`src/rtl/pin_expand_seq.sv`:
```
// pin_expand_seq: iterative bit-deposit engine.
// Scatters the low-order bits of `data` into the positions selected by
// `mask`. It handles one mask bit per cycle and uses valid/ready
// handshakes on both the request side and the result side.
module pin_expand_seq #(
    parameter  int WIDTH = 16,
    localparam int CW    = $clog2(WIDTH + 1),
    localparam int IW    = (WIDTH > 1) ? $clog2(WIDTH) : 1
) (
    input  logic             clk,
    input  logic             rst,
    input  logic             in_valid,
    output logic             in_ready,
    input  logic [WIDTH-1:0] data,
    input  logic [WIDTH-1:0] mask,
    output logic             out_valid,
    input  logic             out_ready,
    output logic [WIDTH-1:0] result,
    output logic [CW-1:0]    used
);

    typedef enum logic [1:0] {
        IDLE = 2'd0,
        RUN  = 2'd1,
        DONE = 2'd2
    } state_t;

    state_t           state_reg, state_next;
    logic [WIDTH-1:0] d_reg, d_next;      // remaining source bits, next one at bit 0
    logic [WIDTH-1:0] m_reg, m_next;      // remaining mask bits, current one at bit 0
    logic [WIDTH-1:0] r_reg, r_next;      // result under construction
    logic [IW-1:0]    idx_reg, idx_next;  // result position of m_reg[0]
    logic [CW-1:0]    used_reg, used_next;
    logic [WIDTH-1:0] wr_sel;             // one-hot decode of idx_reg

    // One-hot select of the destination bit for this RUN cycle.
    // idx_reg never points past WIDTH-1, because the mask runs out first.
    for (genvar gi = 0; gi < WIDTH; gi++) begin : g_wr_sel
        assign wr_sel[gi] = (idx_reg == IW'(gi));
    end

    // Next-state and datapath update for the three-state FSM.
    always_comb begin
        state_next = state_reg;
        d_next     = d_reg;
        m_next     = m_reg;
        r_next     = r_reg;
        idx_next   = idx_reg;
        used_next  = used_reg;
        case (state_reg)
            IDLE: begin
                if (in_valid) begin
                    d_next    = data;
                    m_next    = mask;
                    r_next    = '0;
                    idx_next  = '0;
                    used_next = '0;
                    // An empty mask has nothing to deposit, so go straight to DONE.
                    state_next = (mask == '0) ? DONE : RUN;
                end
            end
            RUN: begin
                if (m_reg[0]) begin
                    r_next    = r_reg | (wr_sel & {WIDTH{d_reg[0]}});
                    d_next    = d_reg >> 1;
                    used_next = used_reg + CW'(1);
                end
                m_next   = m_reg >> 1;
                idx_next = idx_reg + IW'(1);
                // Leave RUN early once no selected positions remain above this one.
                if ((m_reg >> 1) == '0) begin
                    state_next = DONE;
                end
            end
            DONE: begin
                if (out_ready) begin
                    state_next = IDLE;
                end
            end
            default: begin
                state_next = IDLE;
            end
        endcase
    end

    // State register. Reset returns the engine to IDLE at once.
    always_ff @(posedge clk or posedge rst) begin
        if (rst) begin
            state_reg <= IDLE;
        end else begin
            state_reg <= state_next;
        end
    end

    // Datapath registers. Reset clears them, which also clears result/used.
    always_ff @(posedge clk or posedge rst) begin
        if (rst) begin
            d_reg    <= '0;
            m_reg    <= '0;
            r_reg    <= '0;
            idx_reg  <= '0;
            used_reg <= '0;
        end else begin
            d_reg    <= d_next;
            m_reg    <= m_next;
            r_reg    <= r_next;
            idx_reg  <= idx_next;
            used_reg <= used_next;
        end
    end

    // Handshake flags are decoded only from registered state.
    assign in_ready  = (state_reg == IDLE);
    assign out_valid = (state_reg == DONE);
    assign result    = r_reg;
    assign used      = used_reg;

endmodule

```
`config.mk`:
```
export PLATFORM = sky130hd
export DESIGN_NAME = pin_expand_seq
export DESIGN_NICKNAME = d
export VERILOG_FILES = /design/src/rtl/pin_expand_seq.sv
export SDC_FILE = /design/constraint.sdc
export NUM_CORES = 1
export LEC_CHECK = 0
export BUFFER_PORTS_ARGS = -buffer_cell sky130_fd_sc_hd__buf_4
export CAP_MARGIN = 20
export CORE_UTILIZATION = 50
export CTS_CLUSTER_DIAMETER = 80
export DETAILED_ROUTE_END_ITERATION = 10
export PLACE_DENSITY = 0.74
export SLEW_MARGIN = 25
export SYNTH_ARGS = -nofsm -noshare
export SYNTH_HDL_FRONTEND = slang
export SYNTH_SLANG_ARGS = --single-unit
```
`constraint.sdc`:
```
create_clock -name clk -period 3.15 [get_ports clk]
set_clock_uncertainty 0.2 [all_clocks]
set_input_delay 0.7875 -clock clk [delete_from_list [all_inputs] [get_ports clk]]
set_output_delay 0.7875 -clock clk [all_outputs]
set_load 0.01 [all_outputs]
```
==> flow_metrics.tcl, run 1 <==
set metrics [dict create \
    status "finished, final reports clean" \
    grt_pass1_vias 2009 \
    synth.cell_area_mm2 0.00272 \
    die-area_mm2 0.00573 \
    first_pass_iters 4 \
    dieHeight_um 75.7 \
    leakage_nw 1.60 \
    synth_seq_cells 59 \
    setup_slack_ns 0.996 \
    hold_class "in -> async" \
    arrival_ns 1.17 \
    clock.fmax_ghz 0.464 \
    tightest_slew_ns 0.631 \
    clockRootBuffer "clkbuf_8" \
    die_w_um 75.7 \
    grt_max_degree 36 \
    worstSetupStartpointType "flip-flop" \
    clkTransAtPathRegs_ns 0.08 \
    setup_violations 0 \
    hpwl_um 3850 \
    finalSetupTns_ns 0 \
    peakVddDrop_mv 0.398 \
    endpoint_kind "output pin" \
    netlist_instances 267 \
    cts_tree "built" \
    grt_overflow 0 \
    wirelength_um 5430 \
    routed_via_density 5.28 \
    numCtsBuffers 9 \
    placed_cell_area_mm2 0.00321 \
    power_density_mw_per_mm2 913 \
    ys_warn_count 0 \
    period_share 0.684 \
    period_minus_slack_ns 2.15 \
    gp_congestion 0.747 \
    initial_core_util 0.525 \
    cts.repair.resized 0 \
    cts-htree-levels 3 \
    post_cts_buffers 0 \
    final_nets 365 \
    slew_headroom 0.579 \
    ant_nets 0 \
    areaGrowthSynthToFinish_pct 24.4 \
    grt.total_usage 0.222 \
    path_class "reg -> out" \
    worstPathMaxFanout 9 \
    diodes 0 \
    final_max_slew_viol_count 0 \
    dp_cells 383 \
    vias 2105 \
    io_buffers 58 \
    wire_per_inst_um 13.6 \
    ys_async_sr_fraction 1.00 \
    antenna_found_initial 0 \
    synth_cell_type_count 31 \
    rsz0062_at_grt "no" \
    avgSynthCellArea_um2 10.2 \
    maxCapViolCount 0 \
    numClockSinks 59 \
    drive_gt1_frac 0.258 \
    ios 59 \
    finish.instance_area_mm2 0.00338 \
    fill_cells 442 \
    grt_pass1_wl_um 9280 \
    yosysTopAreaCell "dfrtp_1" \
    hold_viol_final 0 \
    drc 0 \
    clkLatencyLatePin_ns 0.34 \
    clockBufferDepth 2 \
    yosysMostFrequentCell "dfrtp_1" \
    syn_nets 308 \
    rows 26 \
    core-area_mm2 0.00517 \
    required_ns 2.16 \
    ys_seq_area_frac 0.543 \
    drtIter0Drc 109 \
    synth_top_area_frac 0.543 \
    synth_area_leaders "dfrtp_1 (54%), nand2_1 (7.2%), a22o_1 (6.4%)" \
    ctsHoldBuffers 0 \
    synth_edf_count 0 \
    pre_cts_slack_ns 0.911 \
    yosys-top-cells-count "dfrtp_1 (59), nand2_1 (52), nor2_1 (22)" \
    synthFlopType "dfrtp_1" \
    stdcell_count 399 \
]
[report_power, final]
part	internal (mW)	switching (mW)	leakage [nW]
Clock	0.282	0.311	0.0852
Combinational	0.559	0.590	0.790
Sequential	1.08	0.258	0.729
[routing by layer]
| layer | share of wire | up-vias | GRT usage |
|---|---|---|---|
| met3 | 0.035 | 6 | 0.0397 |
| met4 | 0.016 | 0 | 0.117 |
| met5 | 0 | - | 0 |
| met1 | 0.49 | 990 | 0.297 |
| li1 | - | 1059 | - |
| met2 | 0.46 | 50 | 0.345 |
[per-stage QoR]
stage / power (mW) / util / hold slack [ns]
CTS: 3.11 / 0.653 / 0.305
finish: 3.08 / 0.653 / 0.297
global route: 3.35 / 0.653 / 0.334
global placement: 2.48 / 0.621 / 0.292
floorplan: 2.13 / - / 0.266
detailed placement: 2.52 / 0.621 / 0.297
[critical path: stages, from the launching register on]
cell and delay, ns:
dfrtp_1 0.48, nor2b_1 0.21, buf_4 0.14
[cell families (layout without fill, tap and decap cells)]
family / Yosys count / after routing / synth area share
compound gates: 58 / 58 / 0.144
flops: 59 / 59 / 0.543
simple gates: 103 / 103 / 0.180
fa+ha+maj: 5 / 5 / 0.0230
buf+inv: 22 / 84 / 0.0382
xor+xnor: 4 / 4 / 0.0129
mux: 16 / 16 / 0.0589
[final timing paths]
kind / startpoint / end / slack (ns) / depth (start not counted)
min reg2reg: result[7] / result[7] / 0.31 / 1
max reg2reg: state_reg[1] / result[1] / 1.15 / 4
min in group clk: result[7] / result[7] / 0.31 / 1
min: rst / result[1] / 0.30 / 2
max: state_reg[1] / out_valid / 1.0 / 2
max in group asynchronous: rst / m_reg[14] / 1.86 / 3
[area by class of cell]
type	instances	area (µm²)	area share
Inverter	5	18.8	0.00555
Multi-Input combinational cell	186	1140	0.338
Timing Repair Buffer	63	485	0.144
Sequential cell	59	1480	0.437
Clock inverter	7	43.8	0.0130
Tap cell	70	87.6	0.0259
Clock buffer	9	124	0.0367
[layout by cell type (no fill, tap or decap), types with 7 or more instances in the layout]
cell type  count
dfrtp_1       59
buf_4         62
nand2_1       52
nor2_1        21
mux2i_1       16
nor4_1         7
o21ai_0       19
a22o_1        20
a31oi_1       16
clkbuf_8       9
Note: power is estimated with default switching activity, not from simulation.
==> inputs of run 2 (changes only) <==
- ABC_AREA: not set -> 1
- clock period: 3.15 -> 2.1 ns (I/O delays scaled with it)
==> flow_metrics.tcl, run 2 <==
set metrics [dict create \
    power_density_mw_per_mm2 1400 \
    ys_seq_area_frac 0.524 \
    endpoint_kind "output pin" \
    synth_area_leaders "dfrtp_1 (52%), nand2_1 (10%), nor2_1 (8.3%)" \
    r2r-start "state_reg[0]" \
    grt_pass1_wl_um 10100 \
    hpwl_um 4070 \
    finalSetupTns_ns 0 \
    dieHeight_um 77.1 \
    synth_seq_cells 59 \
    final_nets 441 \
    final_max_slew_viol_count 0 \
    yosysMostFrequentCell "nand2_1" \
    most-common-layout-cells "nand2_1 (76), nor2_1 (62), buf_4 (62), dfrtp_1 (59), inv_1 (29)" \
    worstPathMaxFanout 4 \
    peakVddDrop_mv 0.820 \
    drc 0 \
    numCtsBuffers 9 \
    drive_gt1_frac 0.215 \
    routed_via_density 5.02 \
    ant_nets 0 \
    die_w_um 77.1 \
    core-area_mm2 0.00527 \
    vias 2379 \
    ys_async_sr_fraction 1.00 \
    arrival_ns 1.11 \
    syn_nets 381 \
    worstSetupStartpointType "flip-flop" \
    grt_pass1_vias 2212 \
    leakage_nw 1.75 \
    hold_class "in -> async" \
    rows 26 \
    rrSetupSlack_ns 0.30 \
    setup_violations 0 \
    required_ns 1.37 \
    synth_top_area_frac 0.524 \
    first_pass_iters 4 \
    clockBufferDepth 2 \
    antenna_found_initial 0 \
    synth_edf_count 0 \
    rsz0062_at_grt "no" \
    cts.repair.resized 0 \
    netlist_instances 340 \
    hold_viol_final 0 \
    ios 59 \
    avgSynthCellArea_um2 8.29 \
    wire_per_inst_um 12.3 \
    yosysTopAreaCell "dfrtp_1" \
    reg2reg_to "d_reg[8]" \
    wirelength_um 5810 \
    die-area_mm2 0.00594 \
    slew_headroom 0.795 \
    worst_hold_slack_ns 0.0718 \
    maxCapViolCount 0 \
    reg2reg_depth 7 \
    worstSetupEndpoint "out_valid" \
    clkLatencyLatePin_ns 0.33 \
    yosys-top-cells-count "nand2_1 (76), nor2_1 (62), dfrtp_1 (59)" \
    grt_max_degree 60 \
    gp_congestion 0.771 \
    clockRootBuffer "clkbuf_8" \
    ctsHoldBuffers 0 \
    numClockSinks 59 \
    clock.fmax_ghz 0.545 \
    fin_total_pwr_mw 4.88 \
    synth.cell_area_mm2 0.00282 \
    post_cts_buffers 0 \
    synthFlopType "dfrtp_1" \
    setup.worst_path.start "state_reg[1]" \
    cts_tree "built" \
    areaGrowthSynthToFinish_pct 23.7 \
    period_share 0.874 \
    initial_core_util 0.535 \
    ys_warn_count 0 \
    grt.total_usage 0.218 \
    tightest_slew_ns 0.305 \
    cts-htree-levels 3 \
    clkTransAtPathRegs_ns 0.06 \
    synth_cell_type_count 23 \
    drtIter0Drc 116 \
    grt_overflow 0 \
    status "finished, final reports clean" \
    diodes 0 \
    final_common_cell "nand2_1" \
    path_class "reg -> out" \
    io_buffers 58 \
    period_minus_slack_ns 1.83 \
]
-- run 2: cell types whose count changed in the layout (fill, tap and decap cells not counted), moves of 11 or more --
cell / change
nand2_1: +24
a22o_1: -20
inv_1: +25
nor2_1: +41
mux2i_1: -16
a31oi_1: +11
o211ai_1: +15
-- run 2: worst min-delay path by stage --
stage              start         to  cells past startpoint
2_1_floorplan  d_reg[15]  d_reg[15]                      2
3_3_place_gp   result[2]  result[2]                      2
3_5_place_dp   result[9]  result[9]                      2
4_1_cts              rst  d_reg[13]                      3
5_1_grt              rst  result[8]                      3
6_report             rst   m_reg[6]                      3
-- run 2: worst max-delay path, cell delays in order, from the launching register on --
cell,delay (ns)
dfrtp_1,0.43
inv_1,0.08
nor2_1,0.13
buf_4,0.14
-- run 2: logic make-up (layout without fill, tap and decap cells) --
kind of cell             count (synthesis)  count (layout)  share of synthesized area
buffers and inverters                   47             111                     0.0741
flip-flops                              59              59                      0.524
AO/OA/AOI/OAI                           72              72                      0.156
adder cells (fa/ha/maj)                  5               5                     0.0222
AND/OR/NAND/NOR                        157             157                      0.224
-- run 2: final cells by class --
type	instances	area, µm²
Clock buffer	12	145
Clock inverter	3	15.0
Fill cell	468	1780
Inverter	32	124
Multi-Input combinational cell	234	1130
Sequential cell	59	1480
Tap cell	70	87.6
Timing Repair Buffer	64	505
-- run 2: per-stage QoR --
step,area (µm²),util,setup slack (ns),std cells
floorplan,2820,-,0.507,340
global placement,3330,0.632,0.343,459
detailed placement,3330,0.632,0.304,459
CTS,3490,0.662,0.245,474
global route,3490,0.662,0.147,474
finish,3490,0.662,0.266,474
-- run 2: per-layer routing --
metal | share of wire | global-route usage
met5 | 0 | 0
met3 | 0.046 | 0.0429
met4 | 0.0089 | 0.0981
met2 | 0.45 | 0.313
met1 | 0.50 | 0.316
-- run 2: power by group --
part,leakage [nW],total [mW],switching (mW),internal [mW]
clock,0.0860,0.861,0.413,0.448
sequential,0.738,1.87,0.278,1.60
combinational,0.925,2.15,1.34,0.813
total,1.75,4.88,2.03,2.86
